**config.mk**
```make
export PLATFORM = sky130hd
export DESIGN_NAME = mem_arbiter
export DESIGN_NICKNAME = d
export VERILOG_FILES = /design/src/rtl/tester_pkg.sv /design/src/rtl/pend_fifo.sv /design/src/rtl/mem_arbiter.sv
export SDC_FILE = /design/constraint.sdc
export NUM_CORES = 1
export LEC_CHECK = 0
export CORE_ASPECT_RATIO = 1.25
export CORE_UTILIZATION = 35
export DETAILED_ROUTE_END_ITERATION = 6
export GPL_TIMING_DRIVEN = 0
export PLACE_DENSITY = 0.88
export SYNTH_ARGS = -nofsm -noshare
export SYNTH_HDL_FRONTEND = slang
export SYNTH_SLANG_ARGS = --single-unit
```
**constraint.sdc**
```tcl
create_clock -name clock -period 3.2 [get_ports clock]
set_input_delay 0.64 -clock clock [delete_from_list [all_inputs] [get_ports clock]]
set_output_delay 0.64 -clock clock [all_outputs]
set_load 0.005 [all_outputs]
```
**src/rtl/tester_pkg.sv**
```systemverilog
// Shared constants for the SRAM bus arbiter: grant encodings, FSM states and
// default bus widths.
package tester_pkg;

    localparam int unsigned DEF_ADDR_WIDTH  = 20;
    localparam int unsigned DEF_DATA_WIDTH  = 16;
    localparam int unsigned DEF_MAX_PENDING = 4;

    localparam logic [1:0] GNT_NONE = 2'b00;
    localparam logic [1:0] GNT_M0   = 2'b01;
    localparam logic [1:0] GNT_M1   = 2'b10;

    typedef enum logic [1:0] {
        ST_IDLE = 2'd0,
        ST_OWN0 = 2'd1,
        ST_OWN1 = 2'd2
    } arb_state_e;

endpackage

```
**src/rtl/pend_fifo.sv**
```systemverilog
// Pending-read ID FIFO: records which master issued each outstanding read so
// in-order responses can be routed back.
module pend_fifo #(
    parameter int unsigned DEPTH = 4
) (
    input  logic                     clock,
    input  logic                     reset,
    input  logic                     push,
    input  logic                     pop,
    input  logic                     din,
    output logic                     dout,
    output logic                     full,
    output logic                     empty,
    output logic [$clog2(DEPTH):0]   count
);

    localparam int unsigned PW = $clog2(DEPTH);
    localparam logic [PW:0] FULL_CNT = DEPTH[PW:0];

    logic [DEPTH-1:0] mem;
    logic [PW-1:0]    rd_ptr;
    logic [PW-1:0]    wr_ptr;
    logic             do_push;
    logic             do_pop;

    assign full    = (count == FULL_CNT);
    assign empty   = (count == '0);
    assign dout    = mem[rd_ptr];
    assign do_pop  = pop & ~empty;
    assign do_push = push & (~full | do_pop);

    // Pointer, occupancy and storage update
    always_ff @(posedge clock) begin
        if (reset) begin
            rd_ptr <= '0;
            wr_ptr <= '0;
            count  <= '0;
        end else begin
            if (do_push) begin
                mem[wr_ptr] <= din;
                wr_ptr      <= wr_ptr + 1'b1;
            end
            if (do_pop) begin
                rd_ptr <= rd_ptr + 1'b1;
            end
            if (do_push && !do_pop) begin
                count <= count + 1'b1;
            end else if (do_pop && !do_push) begin
                count <= count - 1'b1;
            end
        end
    end

endmodule

```
**src/rtl/mem_arbiter.sv**
```systemverilog
// Two-master round-robin arbiter for the external SRAM bus, with optional
// burst lock and in-order read response routing via a pending-ID FIFO.
module mem_arbiter
    import tester_pkg::*;
#(
    parameter int unsigned ADDR_WIDTH  = DEF_ADDR_WIDTH,
    parameter int unsigned DATA_WIDTH  = DEF_DATA_WIDTH,
    parameter int unsigned BE_WIDTH    = DATA_WIDTH / 8,
    parameter int unsigned MAX_PENDING = DEF_MAX_PENDING
) (
    input  logic                  clock,
    input  logic                  reset,
    input  logic [ADDR_WIDTH-1:0] m0_address,
    input  logic [BE_WIDTH-1:0]   m0_byteenable,
    input  logic                  m0_read,
    input  logic                  m0_write,
    input  logic [DATA_WIDTH-1:0] m0_writedata,
    input  logic                  m0_lock,
    output logic                  m0_waitrequest,
    output logic [DATA_WIDTH-1:0] m0_readdata,
    output logic                  m0_readdataready,
    input  logic [ADDR_WIDTH-1:0] m1_address,
    input  logic [BE_WIDTH-1:0]   m1_byteenable,
    input  logic                  m1_read,
    input  logic                  m1_write,
    input  logic [DATA_WIDTH-1:0] m1_writedata,
    input  logic                  m1_lock,
    output logic                  m1_waitrequest,
    output logic [DATA_WIDTH-1:0] m1_readdata,
    output logic                  m1_readdataready,
    output logic [ADDR_WIDTH-1:0] address,
    output logic [BE_WIDTH-1:0]   byteenable,
    output logic                  read,
    output logic                  write,
    output logic [DATA_WIDTH-1:0] writedata,
    input  logic                  waitrequest,
    input  logic [DATA_WIDTH-1:0] readdata,
    input  logic                  readdataready,
    output logic [1:0]            grant,
    output logic                  rsp_error
);

    arb_state_e state;
    logic       last_grant;   // 0 = m0 served last, 1 = m1 served last
    logic       req0;
    logic       req1;
    logic       accept;
    logic       push;
    logic       pop;
    logic       rd_block;
    logic       fifo_full;
    logic       fifo_empty;
    logic       fifo_head;
    logic [$clog2(MAX_PENDING):0] pend_count;

    assign req0   = m0_read | m0_write;
    assign req1   = m1_read | m1_write;
    assign accept = (read | write) & ~waitrequest;
    assign push   = read & ~waitrequest;
    assign pop    = readdataready & ~fifo_empty;

    // Owner's command passes straight through; a read is held off while the
    // pending FIFO is full, and write wins if both strobes are raised.
    always_comb begin
        address        = '0;
        byteenable     = '0;
        writedata      = '0;
        read           = 1'b0;
        write          = 1'b0;
        rd_block       = 1'b0;
        m0_waitrequest = 1'b1;
        m1_waitrequest = 1'b1;
        if (state == ST_OWN0) begin
            rd_block       = m0_read & ~m0_write & fifo_full;
            address        = m0_address;
            byteenable     = m0_byteenable;
            writedata      = m0_writedata;
            write          = m0_write;
            read           = m0_read & ~m0_write & ~fifo_full;
            m0_waitrequest = waitrequest | rd_block;
        end else if (state == ST_OWN1) begin
            rd_block       = m1_read & ~m1_write & fifo_full;
            address        = m1_address;
            byteenable     = m1_byteenable;
            writedata      = m1_writedata;
            write          = m1_write;
            read           = m1_read & ~m1_write & ~fifo_full;
            m1_waitrequest = waitrequest | rd_block;
        end
    end

    // Arbitration FSM with registered grant
    always_ff @(posedge clock) begin
        if (reset) begin
            state      <= ST_IDLE;
            grant      <= GNT_NONE;
            last_grant <= 1'b1;
        end else begin
            case (state)
                ST_IDLE: begin
                    if (req0 && (!req1 || last_grant)) begin
                        state <= ST_OWN0;
                        grant <= GNT_M0;
                    end else if (req1) begin
                        state <= ST_OWN1;
                        grant <= GNT_M1;
                    end
                end
                ST_OWN0: begin
                    if ((accept && !m0_lock && req1) || (!accept && !req0 && req1)) begin
                        state      <= ST_OWN1;
                        grant      <= GNT_M1;
                        last_grant <= 1'b0;
                    end else if (!accept && !req0) begin
                        state <= ST_IDLE;
                        grant <= GNT_NONE;
                    end
                end
                ST_OWN1: begin
                    if ((accept && !m1_lock && req0) || (!accept && !req1 && req0)) begin
                        state      <= ST_OWN0;
                        grant      <= GNT_M0;
                        last_grant <= 1'b1;
                    end else if (!accept && !req1) begin
                        state <= ST_IDLE;
                        grant <= GNT_NONE;
                    end
                end
                default: begin
                    state <= ST_IDLE;
                    grant <= GNT_NONE;
                end
            endcase
        end
    end

    // Route each in-order response to the master recorded at the FIFO head
    always_ff @(posedge clock) begin
        if (reset) begin
            m0_readdataready <= 1'b0;
            m1_readdataready <= 1'b0;
            m0_readdata      <= '0;
            m1_readdata      <= '0;
            rsp_error        <= 1'b0;
        end else begin
            m0_readdataready <= pop & ~fifo_head;
            m1_readdataready <= pop & fifo_head;
            if (pop && !fifo_head) begin
                m0_readdata <= readdata;
            end
            if (pop && fifo_head) begin
                m1_readdata <= readdata;
            end
            if (readdataready && (pend_count == '0)) begin
                rsp_error <= 1'b1;
            end
        end
    end

    pend_fifo #(
        .DEPTH (MAX_PENDING)
    ) u_pend_fifo (
        .clock (clock),
        .reset (reset),
        .push  (push),
        .pop   (pop),
        .din   (state == ST_OWN1),
        .dout  (fifo_head),
        .full  (fifo_full),
        .empty (fifo_empty),
        .count (pend_count)
    );

endmodule

```
---- After elaboration in Yosys (flattened, before gate mapping) ----
Index checks and enable logic that the tools add are counted.
word-level totals
  flip-flop bits (word level) ............. 49
  input bits .............................. 102
  output and inout bits ................... 79
  word-level logic and storage cells ...... 115
cells by class
  $add $sub $neg .......................... 4
  magnitude comparators ................... 3
  equality and inequality tests ........... 8
  mux-type cells .......................... 30
  bitwise operators ....................... 26
  reduce and logical (&&, ||, !) cells .... 33
operator list
  cell                                                   number
  two-way mux 20 bit                                     2
  two-way mux 16 bit                                     2
  two-way mux 2 bit                                      8
  logical AND 1 bit                                      15
  bitwise AND 1 bit                                      13
  two-way mux 1 bit                                      11
  logical NOT 1 bit                                      8
  inverter 1 bit                                         7
  < comparator 2 x 3 -> 1 bit, second input constant     2
  two-way mux 3 bit                                      2
  inequality test 3 bit, second input constant           2
  OR 1 bit                                               6
  case mux 2 bit (3 select lines)                        1
  AND reduction 3 bit                                    2
  adder 2 x 1 -> 2 bit, second input constant            2
  bitwise mux 4 bit                                      1
  nonzero test 2 bit                                     2
  adder 3 x 1 -> 3 bit, second input constant            1
  equality test 3 bit, second input constant             1
  logical NOT 3 bit                                      1
  logical OR 1 bit                                       3
  inequality test 3 x 1 -> 1 bit, second input constant  1
  subtractor 3 x 1 -> 3 bit, second input constant       1
  binary-select mux 1 bit (select 2 bit)                 1
  other kinds (9)                                        9

---- Depth between registers and ports, before layout ----
  word-level depth ........................ 13
  mapped depth ............................ 13
  mapped depth without buffers ............ 13

---- Modules after synthesis ----
Synthesis repeated with hierarchy kept, for this count alone.
second synthesis, totals
  cells, all modules ...................... 313
  area total of the unflattened synthesis .. 2606.2 µm²
by module, submodules not included
  module       times used  cells each  area each (µm²)  seq. area each (µm²)
  mem_arbiter  1           262         2016.9           760.7
  pend_fifo    1           51          589.3            260.2

---- Least setup slack after synthesis ----
OpenSTA, ideal clock, no wires.
  path type ............................... flip-flop to flip-flop
  start ................................... register state[0]
  end ..................................... register u_pend_fifo.count[2]
  setup time .............................. 71 ps
  arrival ................................. 2593 ps
  required time ........................... 3129 ps
  setup slack ............................. 537 ps
  stages on the path, launching flop included .. 14
  buffers on the path ..................... 0
  period minus slack after synthesis ...... 2663 ps
  cell sequence ........................... dfxtp_1 inv_1 ha_1 and3b_1 o21ai_1 a21oi_1 nand2_1 inv_2 ha_1 inv_1 fa_1 xor2_1 or3_1 a21oi_1
between the ends
  longest elaborated chain between the ends .. 8
  elaborated cells between the ends (all ways) .. 11
  classes of those cells .................. eq/ne (2); mux (3); bitwise (2); reduce/logical (4)
ends and longest elaborated chain
  what                                 line                source
  from (decl)                          mem_arbiter.sv:43   arb_state_e state;
  from (signal assigned)               mem_arbiter.sv:95   state <= ST_IDLE;
  from (signal assigned)               mem_arbiter.sv:102  state <= ST_OWN0;
  from (signal assigned)               mem_arbiter.sv:105  state <= ST_OWN1;
  equality test 2 bit (*)              -
  net u_pend_fifo.din                  pend_fifo.sv:10     input logic din,
  two-way mux 1 bit (*)                mem_arbiter.sv:81   end else if (state == ST_OWN1) begin
  two-way mux 1 bit (*)                mem_arbiter.sv:73   if (state == ST_OWN0) begin
  net read                             mem_arbiter.sv:33   output logic read,
  bitwise AND 1 bit (*)                mem_arbiter.sv:59   assign push = read & ~waitrequest;
  bitwise AND 1 bit (*)                pend_fifo.sv:30     assign do_push = push & (~full | do_pop);
  logical NOT 1 bit                    pend_fifo.sv:48     end else if (do_pop && !do_push) begin
  logical AND 1 bit                    pend_fifo.sv:48
  nonzero test 2 bit (no source line)  -
  to (signal assigned)                 pend_fifo.sv:47     count <= count + 1'b1;
  to (signal assigned)                 pend_fifo.sv:49     count <= count - 1'b1;
  to (decl)                            pend_fifo.sv:14     output logic [$clog2(DEPTH):0] count
Mark *: on every way through the listed nets, which the timed path passes. The rest lies on a longest branch.
A chain may end at the register's enable or synchronous reset.

---- Worst setup path after layout ----
  start ................................... register state[1]
  end ..................................... output port writedata[14]
between the ends
  longest elaborated chain between the ends .. 3
  elaborated cells between the ends (all ways) .. 4
  classes of those cells .................. eq/ne (2); mux (2)
ends and longest elaborated chain
  what                    line               source
  equality test 2 bit     mem_arbiter.sv:81
  two-way mux 16 bit      mem_arbiter.sv:81
  two-way mux 16 bit (*)  mem_arbiter.sv:73
  to (decl)               mem_arbiter.sv:35  output logic [DATA_WIDTH-1:0] writedata,
Mark *: on every way between the ends. The rest lies on a longest branch, timed or not.

==> results.yml <==
run_status:
  status: "finished, final reports clean"
worst_setup_path:
  path_class: "reg -> out"
  arrival_ps: 2470
  end_kind: "output port"
  cp_top_family: "buffers and inverters"
  crit_cells: 6
  crit_buf_inv: 4
  r2r_cells: 12
  start_kind: "flop"
  required_ps: 2560
  crit_fanout: 10
  worstPathCellList: "inv_1 > ha_1 > clkbuf_1 > clkbuf_2 > a22o_1 > clkdlybuf4s50_1"
  slowest_delay_ps: 540
  reg2reg_slack_ps: 360
  slowest_stage: "clkdlybuf4s50_1"
sta:
  totalNegativeSetupSlack_ps: 0
  hold_ws_ps: 485
  period_minus_slack_ps: 3110
  fin_crit_sh_pct: 97.3
  slew_headroom_pct: 64.6
  rsz0062_at_grt: "yes"
  finalHoldViolations: 0
  drv_slew: 0
  fmax_mhz: 321
  skew_ps: 10.9
  setup_viol: 0
  setup_slack_ps: 86.6
  tightest_slew_ps: 531
logic_synthesis:
  yosys.area_share.adder_pct: 5.20
  synth_top_area_share_pct: 35.3
  synth_warnings: 0
  synth_area_leaders: "dfxtp_1 (35%), mux2i_1 (13%), a22o_1 (13%)"
  synth_top_area_cell: "dfxtp_1"
  synthesis.area_sq_mm: 0.00255
  synth_nets: 379
  synthDistinctLibCells: 50
  yosys.area_share.simple_pct: 13.2
  synthCells: 267
  ys_seq_area_share_pct: 40.0
  synth-seq-cells: 49
  synth-compound-area-share_pct: 21.5
  synthMuxAreaShare_pct: 13.8
  synth-edff-count: 4
  synth-xor-area-share_pct: 1.72
  synthFlopType: "dfxtp_1"
  synth_top_family_by_area: "compound AO/OA/AOI/OAI gates"
  async_flop_share_pct: 0
  avgSynthCellArea_sq_um: 9.56
power:
  leakage_nw: 1.81
  irDropWorstVdd_mv: 0.278
  powerDensity_mw_per_mm2: 611
  total_power_w: 0.00281
cts:
  path_clk_slew_ps: 90
  cts_root_buffer: "clkbuf_8"
  cts-root-to-sink-buffers: 2
  ctsHtreeMaxLevel: 2
  hold_buffers: 0
  clk_latency_ps: 300
  clock_sinks: 49
  cts_inserted_buffers: 5
  cts_tree: "built"
layout:
  drive_above_1_share_pct: 6.61
  finish.net_count: 565
  stdcell_area_sq_mm: 0.00460
  syn_to_final_growth_pct: 80.0
route:
  vias_per_cell: 5.23
  num_vias: 2863
  drc_errors: 0
  first_pass_iters: 4
  detail-route-antenna-nets: 0
  finalWirelength_um: 9630
  wl_per_cell_um: 17.6
  drtIter0Drc: 99
global_route:
  grt_pass1_wl_um: 14900
  grtUsageTotal_pct: 25.8
  antenna_found_initial: 7
  grt.overflow.total: 0
  grt_pass1_vias: 2877
  grt_max_degree: 16
die:
  dieHeight_um: 97.5
  initial_core_util_pct: 36.4
  fp-row-count: 34
  ios: 181
  die_area_sq_mm: 0.00764
  fp.dieW_um: 78.4
  core_area_sq_mm: 0.00702
run:
  drv_cap: 0
hold_path:
  hold_class: "reg -> reg"
  hold_path_depth: 2
place:
  gp_congestion: 0.900
  placed_area_sq_mm: 0.00446
  port_buffers: 179
  dp_worst_setup_slack_ps: -311
  hpwl_um: 7910
==> cells in the mapped netlist (all sizes together), types with 2 or more instances <==
master  instances
a21oi           7
a22o           38
buf             6
clkbuf         12
dfxtp          45
edfxtp          4
ha              9
inv            11
mux2i          33
nand2          10
nor2           45
nor3            2
nor3b           4
o21ai           7
o22ai           2
o32ai           2
xnor2           2
xor2            3
==> area by class of cell <==
type / count / area, sq um
diodes: 3 / 7.51
plain buffers: 18 / 91.3
clock buffers: 7 / 86.3
clock inverters: 1 / 6.26
fillers: 562 / 2420
inverters: 11 / 41.3
multi-input cells: 189 / 1430
flip-flops and latches: 49 / 1020
well taps: 90 / 113
repair buffers: 179 / 1790
==> registers in the layout, indices dropped and copies added (netlist names) <==
register            cells
last_grant              1
rsp_error               1
u_pend_fifo.mem         4
u_pend_fifo.wr_ptr      2
state                   2
m1_readdataready        1
m0_readdata            16
m0_readdataready        1
u_pend_fifo.count       3
m1_readdata            16
u_pend_fifo.rd_ptr      2
==> path summary, 6_finish.rpt <==
check / start / endpoint
worst max-delay path: state[1]$_SDFFE_PP0P_ / writedata[14]
worst min-delay path: rsp_error$_SDFFE_PP0P_ / rsp_error$_SDFFE_PP0P_
worst max register to register: state[1]$_SDFFE_PP0P_ / u_pend_fifo.count[2]$_SDFFE_PP0P_
worst min register to register: rsp_error$_SDFFE_PP0P_ / rsp_error$_SDFFE_PP0P_
==> routing by layer <==
metal / global-route usage, % / wire length, um / up-vias
li1: - / - / 1346
met1: 27.9 / 3740 / 1310
met2: 43.3 / 4490 / 177
met3: 11.9 / 1090 / 24
met4: 10.1 / 258 / 6
met5: 0 / 38 / -
==> cell families (layout without fill, tap and decap cells) <==
group | count (synthesis) | after routing
multiplexers | 34 | 34
other | 0 | 3
AO/OA/AOI/OAI | 69 | 69
buffers and inverters | 29 | 216
flip-flops | 49 | 49
AND/OR/NAND/NOR | 71 | 71
XOR/XNOR | 5 | 5
adder cells (fa/ha/maj) | 10 | 10
==> layout by cell type (no fill, tap or decap), drive strengths merged, types with 2 or more instances in the layout <==
cell type	count
clkdlybuf4s50	178
nor2	45
dfxtp	45
a22o	38
mux2i	33
clkbuf	21
inv	12
nand2	10
ha	9
o21ai	7
a21oi	7
nor3b	4
edfxtp	4
buf	4
diode	3
xor2	3
nor3	2
o22ai	2
o32ai	2
xnor2	2
==> worst register-to-register path, delay by kind of cell (launching register included) <==
kind	cells	cell delay [ps]
adder cells (fa/ha/maj)	3	860
XOR/XNOR	1	170
AO/OA/AOI/OAI	2	400
AND/OR/NAND/NOR	2	450
buffers and inverters	4	520
flip-flops	1	380
==> what timing repair did <==
| action | CTS | global route |
|---|---|---|
| endpoints found under the setup margin | 23 | 31 |
| setup buffers | 0 | 0 |
| resized for setup | 6 | 14 |
| endpoints found under the hold margin | 0 | 0 |
| cloned | 0 | 0 |
==> metrics by stage <==
stage                     util (%)  instances
final                         65.5        547
after global routing          65.4        544
after CTS                     65.0        544
after detailed placement      63.5        536
after global placement        63.5        536
after floorplan                  -        267
==> power breakdown <==
part           switching [W]  total (W)  internal, W
clock               0.000196   0.000372     0.000176
sequential         0.0000794   0.000812     0.000733
combinational       0.000674    0.00162     0.000948
total               0.000949    0.00281      0.00186
No activity file was read; power rests on OpenSTA's default activity.
